**src/rtl/writeback_stage.sv**
```systemverilog
// Writeback stage: retires memory loads and immediate loads into the
// register file and forwards every accepted instruction downstream.
// Optional feature macro: WRITEBACK_BYPASS_EN adds a combinational bypass
// port carrying a completing load's data one cycle ahead of the write.
//
// Handshake: a transfer happens on a rising clock edge where inbound_valid
// and inbound_ready are both high; inbound_ready is high only in IDLE and
// does not depend on inbound_valid.
//
// Encodings: opcode NOP=0, LOAD=1, LOADI=2; width BYTE=0, WORD=1, LONG=2
// (3 behaves as LONG); immediate type IT_UNSIGNED=0.
module writeback_stage #(
    parameter int DATA_WIDTH     = 32,
    parameter int INDEX_WIDTH    = 4,
    parameter int TIMEOUT_CYCLES = 15,
    localparam int LANE_WIDTH    = $clog2(DATA_WIDTH / 8)
) (
    input  logic                   clock,
    input  logic                   reset,
    input  logic                   inbound_valid,
    output logic                   inbound_ready,
    input  logic [31:0]            inbound_instruction,
    input  logic [LANE_WIDTH-1:0]  inbound_lane,
    input  logic [DATA_WIDTH-1:0]  data_in,
    input  logic                   data_ack,
    output logic                   write,
    output logic [INDEX_WIDTH-1:0] write_index,
    output logic [DATA_WIDTH-1:0]  write_data,
    output logic                   write_immediate,
    output logic [15:0]            write_immediate_data,
    output logic [1:0]             write_immediate_type,
    output logic                   outbound_valid,
    output logic [31:0]            outbound_instruction,
    output logic                   bus_error,
`ifdef WRITEBACK_BYPASS_EN
    output logic                   bypass_valid,
    output logic [INDEX_WIDTH-1:0] bypass_index,
    output logic [DATA_WIDTH-1:0]  bypass_data,
`endif
    output logic [0:0]             debug_state
);
    localparam logic [4:0] OPCODE_NOP   = 5'd0;
    localparam logic [4:0] OPCODE_LOAD  = 5'd1;
    localparam logic [4:0] OPCODE_LOADI = 5'd2;
    localparam logic [1:0] CW_BYTE      = 2'd0;
    localparam logic [1:0] CW_WORD      = 2'd1;
    localparam logic [1:0] IT_UNSIGNED  = 2'd0;
    localparam logic [7:0] LAST_COUNT   = 8'(TIMEOUT_CYCLES - 1);

    typedef enum logic [0:0] {IDLE = 1'b0, WAIT_MEM = 1'b1} state_t;

    state_t                  state, next_state;
    logic [7:0]              count, next_count;
    logic [LANE_WIDTH-1:0]   lane_q, next_lane;
    logic                    next_write, next_write_immediate, next_bus_error, next_outbound_valid;
    logic [INDEX_WIDTH-1:0]  next_write_index;
    logic [DATA_WIDTH-1:0]   next_write_data;
    logic [15:0]             next_write_immediate_data;
    logic [1:0]              next_write_immediate_type;
    logic [31:0]             next_outbound_instruction;

    // Load attributes come from the inbound bus in IDLE and from the
    // instruction latched at transfer while waiting for memory.
    logic [31:0]             cur_instr;
    logic [LANE_WIDTH-1:0]   cur_lane, lane_eff;
    logic [1:0]              cur_width;
    logic                    cur_sign, misaligned, transfer, load_complete;
    logic [LANE_WIDTH+2:0]   shift;
    logic [DATA_WIDTH-1:0]   shifted, extracted;

    assign inbound_ready = (state == IDLE);
    assign transfer      = inbound_valid && inbound_ready;
    assign cur_instr     = (state == IDLE) ? inbound_instruction : outbound_instruction;
    assign cur_lane      = (state == IDLE) ? inbound_lane : lane_q;
    assign cur_width     = cur_instr[26:25];
    assign cur_sign      = cur_instr[24];
    assign debug_state   = state;
    assign load_complete = data_ack && ((state == WAIT_MEM) ||
                           (transfer && inbound_instruction[31:27] == OPCODE_LOAD));

    // Lane extraction with sign/zero extension and alignment check.
    always_comb begin
        lane_eff = cur_lane;
        if (cur_width == CW_WORD) begin
            lane_eff[0] = 1'b0;
        end else if (cur_width != CW_BYTE) begin
            lane_eff[1:0] = 2'b00;
        end
        shift   = {lane_eff, 3'b000};
        shifted = data_in >> shift;
        if (cur_width == CW_BYTE) begin
            extracted       = {DATA_WIDTH{cur_sign & shifted[7]}};
            extracted[7:0]  = shifted[7:0];
        end else if (cur_width == CW_WORD) begin
            extracted       = {DATA_WIDTH{cur_sign & shifted[15]}};
            extracted[15:0] = shifted[15:0];
        end else begin
            extracted       = {DATA_WIDTH{cur_sign & shifted[31]}};
            extracted[31:0] = shifted[31:0];
        end
        misaligned = ((cur_width == CW_WORD) && cur_lane[0]) ||
                     (cur_width[1] && (cur_lane[1:0] != 2'b00));
    end

`ifdef WRITEBACK_BYPASS_EN
    assign bypass_valid = load_complete && !misaligned;
    assign bypass_index = cur_instr[20 +: INDEX_WIDTH];
    assign bypass_data  = extracted;
`endif

    // Next-state and next-output decode.
    always_comb begin
        next_state                = state;
        next_count                = count;
        next_lane                 = lane_q;
        next_write                = 1'b0;
        next_write_immediate      = 1'b0;
        next_bus_error            = 1'b0;
        next_outbound_valid       = 1'b0;
        next_write_index          = write_index;
        next_write_data           = write_data;
        next_write_immediate_data = write_immediate_data;
        next_write_immediate_type = write_immediate_type;
        next_outbound_instruction = outbound_instruction;
        if (state == IDLE) begin
            if (transfer) begin
                next_outbound_instruction = inbound_instruction;
                next_outbound_valid       = 1'b1;
                next_lane                 = inbound_lane;
                if (inbound_instruction[31:27] == OPCODE_LOADI) begin
                    next_write_immediate      = 1'b1;
                    next_write_index          = inbound_instruction[20 +: INDEX_WIDTH];
                    next_write_immediate_data = inbound_instruction[15:0];
                    next_write_immediate_type = inbound_instruction[26:25];
                end else if (inbound_instruction[31:27] == OPCODE_LOAD && !data_ack) begin
                    next_outbound_valid = 1'b0;
                    next_state          = WAIT_MEM;
                    next_count          = 8'd0;
                end
            end
        end else begin
            if (data_ack) begin
                next_outbound_valid = 1'b1;
                next_state          = IDLE;
            end else if (count == LAST_COUNT) begin
                next_outbound_valid = 1'b1;
                next_bus_error      = 1'b1;
                next_state          = IDLE;
            end else begin
                next_count = count + 8'd1;
            end
        end
        if (load_complete) begin
            if (misaligned) begin
                next_bus_error = 1'b1;
            end else begin
                next_write       = 1'b1;
                next_write_index = cur_instr[20 +: INDEX_WIDTH];
                next_write_data  = extracted;
            end
        end
    end

    // State and registered output update.
    always_ff @(posedge clock) begin
        if (reset) begin
            state                <= IDLE;
            count                <= 8'd0;
            lane_q               <= '0;
            write                <= 1'b0;
            write_immediate      <= 1'b0;
            bus_error            <= 1'b0;
            outbound_valid       <= 1'b0;
            write_index          <= '0;
            write_data           <= '0;
            write_immediate_data <= 16'h0;
            write_immediate_type <= IT_UNSIGNED;
            outbound_instruction <= {OPCODE_NOP, 27'h0};
        end else begin
            state                <= next_state;
            count                <= next_count;
            lane_q               <= next_lane;
            write                <= next_write;
            write_immediate      <= next_write_immediate;
            bus_error            <= next_bus_error;
            outbound_valid       <= next_outbound_valid;
            write_index          <= next_write_index;
            write_data           <= next_write_data;
            write_immediate_data <= next_write_immediate_data;
            write_immediate_type <= next_write_immediate_type;
            outbound_instruction <= next_outbound_instruction;
        end
    end
endmodule

```
**config.mk**
```make
export PLATFORM = sky130hd
export DESIGN_NAME = writeback_stage
export DESIGN_NICKNAME = d
export VERILOG_FILES = /design/src/rtl/writeback_stage.sv
export SDC_FILE = /design/constraint.sdc
export NUM_CORES = 1
export LEC_CHECK = 0
export ABC_CLOCK_PERIOD_IN_PS = 3490
export BUFFER_PORTS_ARGS = -buffer_cell sky130_fd_sc_hd__buf_2
export CORE_MARGIN = 2
export CORE_UTILIZATION = 54
export DETAILED_ROUTE_END_ITERATION = 10
export PLACE_DENSITY = 0.86
export SLEW_MARGIN = 15
export SYNTH_ARGS = -nofsm -noshare
export SYNTH_HDL_FRONTEND = slang
export SYNTH_SLANG_ARGS = --single-unit
```
**constraint.sdc**
```tcl
create_clock -name clock -period 3.49 [get_ports clock]
set_input_delay 0.698 -clock clock [delete_from_list [all_inputs] [get_ports clock]]
set_output_delay 0.698 -clock clock [all_outputs]
set_load 0.01 [all_outputs]
```
# Word level (Yosys, flattened, before mapping)
# Cells that the tools add are included.
[totals]
reg_bits = 101
latchBits = 0
mem_bits_rw = 0
romBits = 0
input_bits = 70
out_inout_bits = 92
wordCells = 83
mem_count = 0
[op_classes]
n_addsub = 1
n_mul = 0
div_mod_pow = 0
order_cmp = 0
eq_ne = 7
n_shift = 1
mux = 36
bitwise_logic = 6
reduce_logical = 20
[ops]
columns = ["operator", "n"]
rows = [
  ["$mux 32", 2],
  ["$mux 8", 6],
  ["$shr 32x5->32", 1],
  ["$mux 27", 1],
  ["$mux 1", 20],
  ["$mux 4", 5],
  ["$add 8x1->8 const B", 1],
  ["$eq 8x4->1 const B", 1],
  ["$reduce_bool 2->1", 4],
  ["$logic_and 1x1->1", 6],
  ["$ne 2x2->1 const B", 3],
  ["$eq 5x1->1 const B", 1],
  ["$eq 5x2->1 const B", 1],
  ["$reduce_and 5->1", 1],
  ["$mux 2", 2],
  ["$not 1->1", 4],
  ["$reduce_and 2->1", 2],
  ["$reduce_and 3->1", 1],
  ["$reduce_or 3->1", 1],
  ["$and 1x1->1", 2],
  ["$eq 2x1->1 const B", 1],
  ["$logic_not 2->1", 1],
  ["$logic_or 1x1->1", 2],
  ["$reduce_or 2->1", 1],
  ["$logic_not 1->1", 1],
]

# Depth between registers and ports, before layout
[depth]
depth_word = 8
mapped_depth = 8
mapped_depth_nobuf = 6

# Least setup slack after synthesis
# Ideal clock, no wire load.
[synth_timing]
path_kind = "input-to-reg"
start = "in inbound_instruction[25]"
end = "reg write_data[23]"
setup_ps = 151
arrival_time_ps = 2267
required_ps = 3339
slack_ps = 1073
path_stages = 7
path_buffers = 2
cell_sequence = "buf_4 or4b_4 nand3_2 a21oi_2 nor4_4 buf_6 a211oi_2"
[synth_between]
elab_chain_len = 8
word_cells_on_any_way = 16
cone_classes = "1 x eq/ne; 1 x shift; 6 x mux; 3 x bitwise; 5 x reduce/logical"
[synth_rtl]
columns = ["item", "line", "text"]
rows = [
  ["from (decl)", "22", "input logic [31:0] inbound_instruction,"],
  ["$mux 27 *", "73", "assign cur_instr = (state == IDLE) ? inbound_instruction : outbound_instruction;"],
  ["$reduce_bool 2->1", "86", "end else if (cur_width != CW_BYTE) begin"],
  ["$mux 2", "86", ""],
  ["$mux 1", "84", "if (cur_width == CW_WORD) begin"],
  ["$shr 32x5->32", "90", "shifted = data_in >> shift;"],
  ["$and 1x1->1", "95", "extracted = {DATA_WIDTH{cur_sign & shifted[15]}};"],
  ["$mux 32", "94", "end else if (cur_width == CW_WORD) begin"],
  ["$mux 32", "91", "if (cur_width == CW_BYTE) begin"],
  ["to (signal assigned)", "188", "write_data <= next_write_data;"],
  ["to (decl)", "28", "output logic [DATA_WIDTH-1:0] write_data,"],
]
# Mark *: on every way between the ends. The rest lies on a longest branch, timed or not.
# A chain may end at the register's enable or synchronous reset.

# Worst setup path after layout
[layout_timing]
start = "reg state (netlist: debug_state)"
end = "reg write_data[23]"
[layout_between]
elab_chain_len = 8
word_cells_on_any_way = 24
cone_classes = "1 x eq/ne; 1 x shift; 7 x mux; 4 x bitwise; 11 x reduce/logical"
[layout_rtl]
columns = ["item", "line", "text"]
rows = [
  ["from (decl)", "52", "state_t state, next_state;"],
  ["from (signal assigned)", "180", "state <= next_state;"],
  ["$mux 27", "73", ""],
  ["$reduce_bool 2->1", "86", ""],
  ["$mux 2", "86", ""],
  ["$mux 1", "84", ""],
  ["$shr 32x5->32", "90", ""],
  ["$and 1x1->1", "95", ""],
  ["$mux 32", "94", ""],
  ["$mux 32", "91", ""],
]
# Several ways; a longest one is shown, not always the timed one.

==> results.py <==
metrics = {
    "timing": {
        "finalCritPeriodShare": 0.778,
        "final_hold_viol_count": 0,
        "setup_tns_ns": 0,
        "layout_setup_ws_ns": 0.774,
        "drv_slew": 0,
        "finalCriticalPeriod_ns": 2.72,
        "max_freq_ghz": 0.368,
        "worst_pin_slew_ns": 0.948,
        "skew_ns": 0.0112,
        "relSlewSlack": 0.368,
        "grt_setup_unrepaired": "false",
        "setup_viol": 0,
    },
    "placed_design": {
        "portBuffers": 161,
        "placed_area_mm2": 0.00537,
        "dp_slack_ns": 0.737,
        "gp_congestion": 0.909,
        "post-dp-hpwl_um": 9110,
    },
    "worst_setup_path": {
        "worstPathRequired_ns": 3.70,
        "reg2reg_from": "debug_state$_SDFF_PP0_",
        "crit_fanout": 20,
        "arrival_ns": 2.93,
        "rr_worst_depth": 5,
        "crit_type": "flop to flop",
        "crit_path_end_kind": "flop",
        "rrSetupSlack_ns": 0.77,
        "start_kind": "flop",
        "r2r_end": "write_data[23]$_SDFFE_PP0P_",
    },
    "yosys": {
        "synth_top_area_cell": "dfxtp_1",
        "yosysSeqAreaShare": 0.448,
        "muxShareOfSynthArea": 0.0396,
        "synth_cell_types": 58,
        "synthTopCellsByArea": "dfxtp_1 45%, nand2_1 12%, a21oi_1 7.5%",
        "synth_area_mm2": 0.00452,
        "synth_xor_area_frac": 0.00970,
        "synth_top_family_by_area": "simple AND/OR/NAND/NOR gates",
        "synth-edff-count": 0,
        "yosysWarningCount": 0,
        "synthCells": 548,
        "synth_fa_ha_area_frac": 0.00554,
        "yosys_most_used_dff": "dfxtp_1",
        "async_flop_share": 0,
        "synth_top_cell_area_share": 0.448,
        "postSynthAreaPerCell_um2": 8.24,
        "ys_ff_latch": 101,
        "syn-num-nets": 620,
        "yosys.area_share.simple": 0.254,
        "synth_compound_area_frac": 0.201,
    },
    "global_route": {
        "grt_pass1_vias": 4102,
        "grt_pass1_wl_um": 19500,
        "track_usage": 0.273,
        "overflow": 0,
        "antenna_found_initial": 0,
        "grt_max_degree": 42,
    },
    "route": {
        "vias_per_cell": 5.66,
        "drt_pre_antenna_iters": 5,
        "drc_errors": 0,
        "first_iter_violations": 312,
        "routed-via-count": 4533,
        "wl_per_cell_um": 15.8,
        "drtAntennaViolNets": 0,
        "routed_wl_um": 12700,
    },
    "min_path": {
        "hold_depth": 2,
        "hp-start": "outbound_instruction[28]$_SDFFE_PP0P_",
        "hold_end": "outbound_instruction[28]$_SDFFE_PP0P_",
        "hold_path.class": "flop to flop",
    },
    "layout": {
        "drive_gt1_frac": 0.328,
        "syn2layout_area_growth_pct": 22.8,
        "nets": 765,
        "layout.cell_area.non_filler_mm2": 0.00555,
        "fill_cells": 694,
        "diodes": 0,
    },
    "die": {
        "fp-row-count": 33,
        "start_util": 0.552,
        "core-area_mm2": 0.00818,
        "fp.dieArea_mm2": 0.00911,
        "die_x_um": 95.4,
        "ios": 162,
        "die_y_um": 95.4,
    },
    "clock_tree": {
        "cts_num_sinks": 101,
        "post_cts_buffers": 0,
        "clkLatencyLatePin_ns": 0.36,
        "cts_resized": 0,
        "root_buffer": "clkbuf_8",
        "cts_tree": "yes",
        "htreeDepth": 3,
        "cts_made_buffers": 9,
        "cts_buffer_depth": 2,
        "clk_pin_slew_ns": 0.10,
        "cts_hold_buf": 0,
    },
    "power": {
        "p_leak_nw": 2.41,
        "vdd_ir_drop_max_mv": 0.287,
        "power_density_mw_per_mm2": 392,
    },
    "outcome": {
        "run_status": "complete, no violations",
    },
    "job": {
        "maxCapViolCount": 0,
    },
}
## cell families after synthesis
| logic type | Yosys count |
|---|---|
| xor+xnor | 5 |
| mux | 16 |
| simple gates | 246 |
| fa+ha+maj | 2 |
| compound gates | 136 |
| flops | 101 |
| buf+inv | 42 |
## area by class of cell
type | instances | area (um^2) | area share
clock buffer | 10 | 128 | 0.0230
clock inverter | 4 | 51.3 | 0.00925
inverter | 3 | 11.3 | 0.00203
multi-input combinational | 405 | 2310 | 0.416
sequential | 101 | 2020 | 0.365
tap | 105 | 131 | 0.0237
timing repair buffer | 173 | 896 | 0.162
## where the power goes
group	leakage (nW)	internal [mW]	total (mW)	switching, mW
clock network	0.0882	0.325	0.724	0.399
registers	0.820	1.18	1.20	0.0178
logic	1.50	0.101	0.255	0.154
## cells in the mapped netlist, drive strengths merged (2+ instances only)
master     n
a2111oi    4
a211oi    24
a21oi     70
and3       3
and3b      2
and4b      2
and4bb     2
buf       17
clkbuf    22
dfxtp    101
ha         2
inv        3
mux2      15
nand2    139
nand3     20
nand3b     3
nor2      49
nor2b      4
nor3       8
nor3b      2
nor4       2
nor4b      2
o2111ai    5
o211ai    10
o21ai     16
xor2       5
## worst max-delay path by stage
| stage | depth (start not counted) | to | start |
|---|---|---|---|
| 2_1_floorplan | 7 | write_data[23]$_SDFFE_PP0P_ | inbound_instruction[25] |
| 3_3_place_gp | 6 | write_data[25]$_SDFFE_PP0P_ | inbound_instruction[29] |
| 3_5_place_dp | 6 | write_data[24]$_SDFFE_PP0P_ | inbound_instruction[29] |
| 4_1_cts | 5 | write_data[23]$_SDFFE_PP0P_ | debug_state$_SDFF_PP0_ |
| 5_1_grt | 5 | write_data[23]$_SDFFE_PP0P_ | debug_state$_SDFF_PP0_ |
| 6_report | 5 | write_data[23]$_SDFFE_PP0P_ | debug_state$_SDFF_PP0_ |
## worst max-delay path: stages (launching register included)
cell,delay (ns)
dfxtp_1,0.78
nand3b_1,0.22
o2111ai_2,0.23
or2_0,0.45
o41ai_4,0.83
a211oi_2,0.05
## registers in the layout, summed over array words and instances (netlist names)
register	flops
write_immediate_data	16
write	1
write_immediate_type	2
bus_error	1
write_data	32
lane_q	2
write_index	4
debug_state	1
write_immediate	1
outbound_valid	1
count	8
outbound_instruction	32
## per-layer routing
| metal | wire (um) | up-vias | global-route usage |
|---|---|---|---|
| li1 | - | 2185 | - |
| met5 | 0 | - | 0 |
| met1 | 5350 | 2115 | 0.357 |
| met2 | 5950 | 216 | 0.441 |
| met3 | 1240 | 17 | 0.0830 |
| met4 | 163 | 0 | 0.0679 |
## cell usage in the layout (no fill, tap or decap), drive strengths merged, types with 2 or more instances in the layout
cell / n
buf: 173
nand2: 139
dfxtp: 101
a21oi: 70
nor2: 49
a211oi: 24
nand3: 20
o21ai: 16
mux2: 15
o211ai: 10
clkbuf: 10
nor3: 8
xor2: 5
o2111ai: 5
a2111oi: 4
nor2b: 4
and3: 3
nand3b: 3
inv: 3
and4b: 2
and3b: 2
ha: 2
nor4: 2
and4bb: 2
nor4b: 2
nor3b: 2
clkinv: 2
## metrics by stage
step	instances	hold WS, ns	power (mW)	utilization
after CTS	801	0.456	2.17	0.678
after global placement	787	0.439	1.47	0.656
after detailed placement	787	0.443	1.48	0.656
after global routing	801	0.477	2.25	0.678
after floorplan	548	0.458	1.37	-
final	801	0.456	2.18	0.678
(Power assumes the default switching activity.)
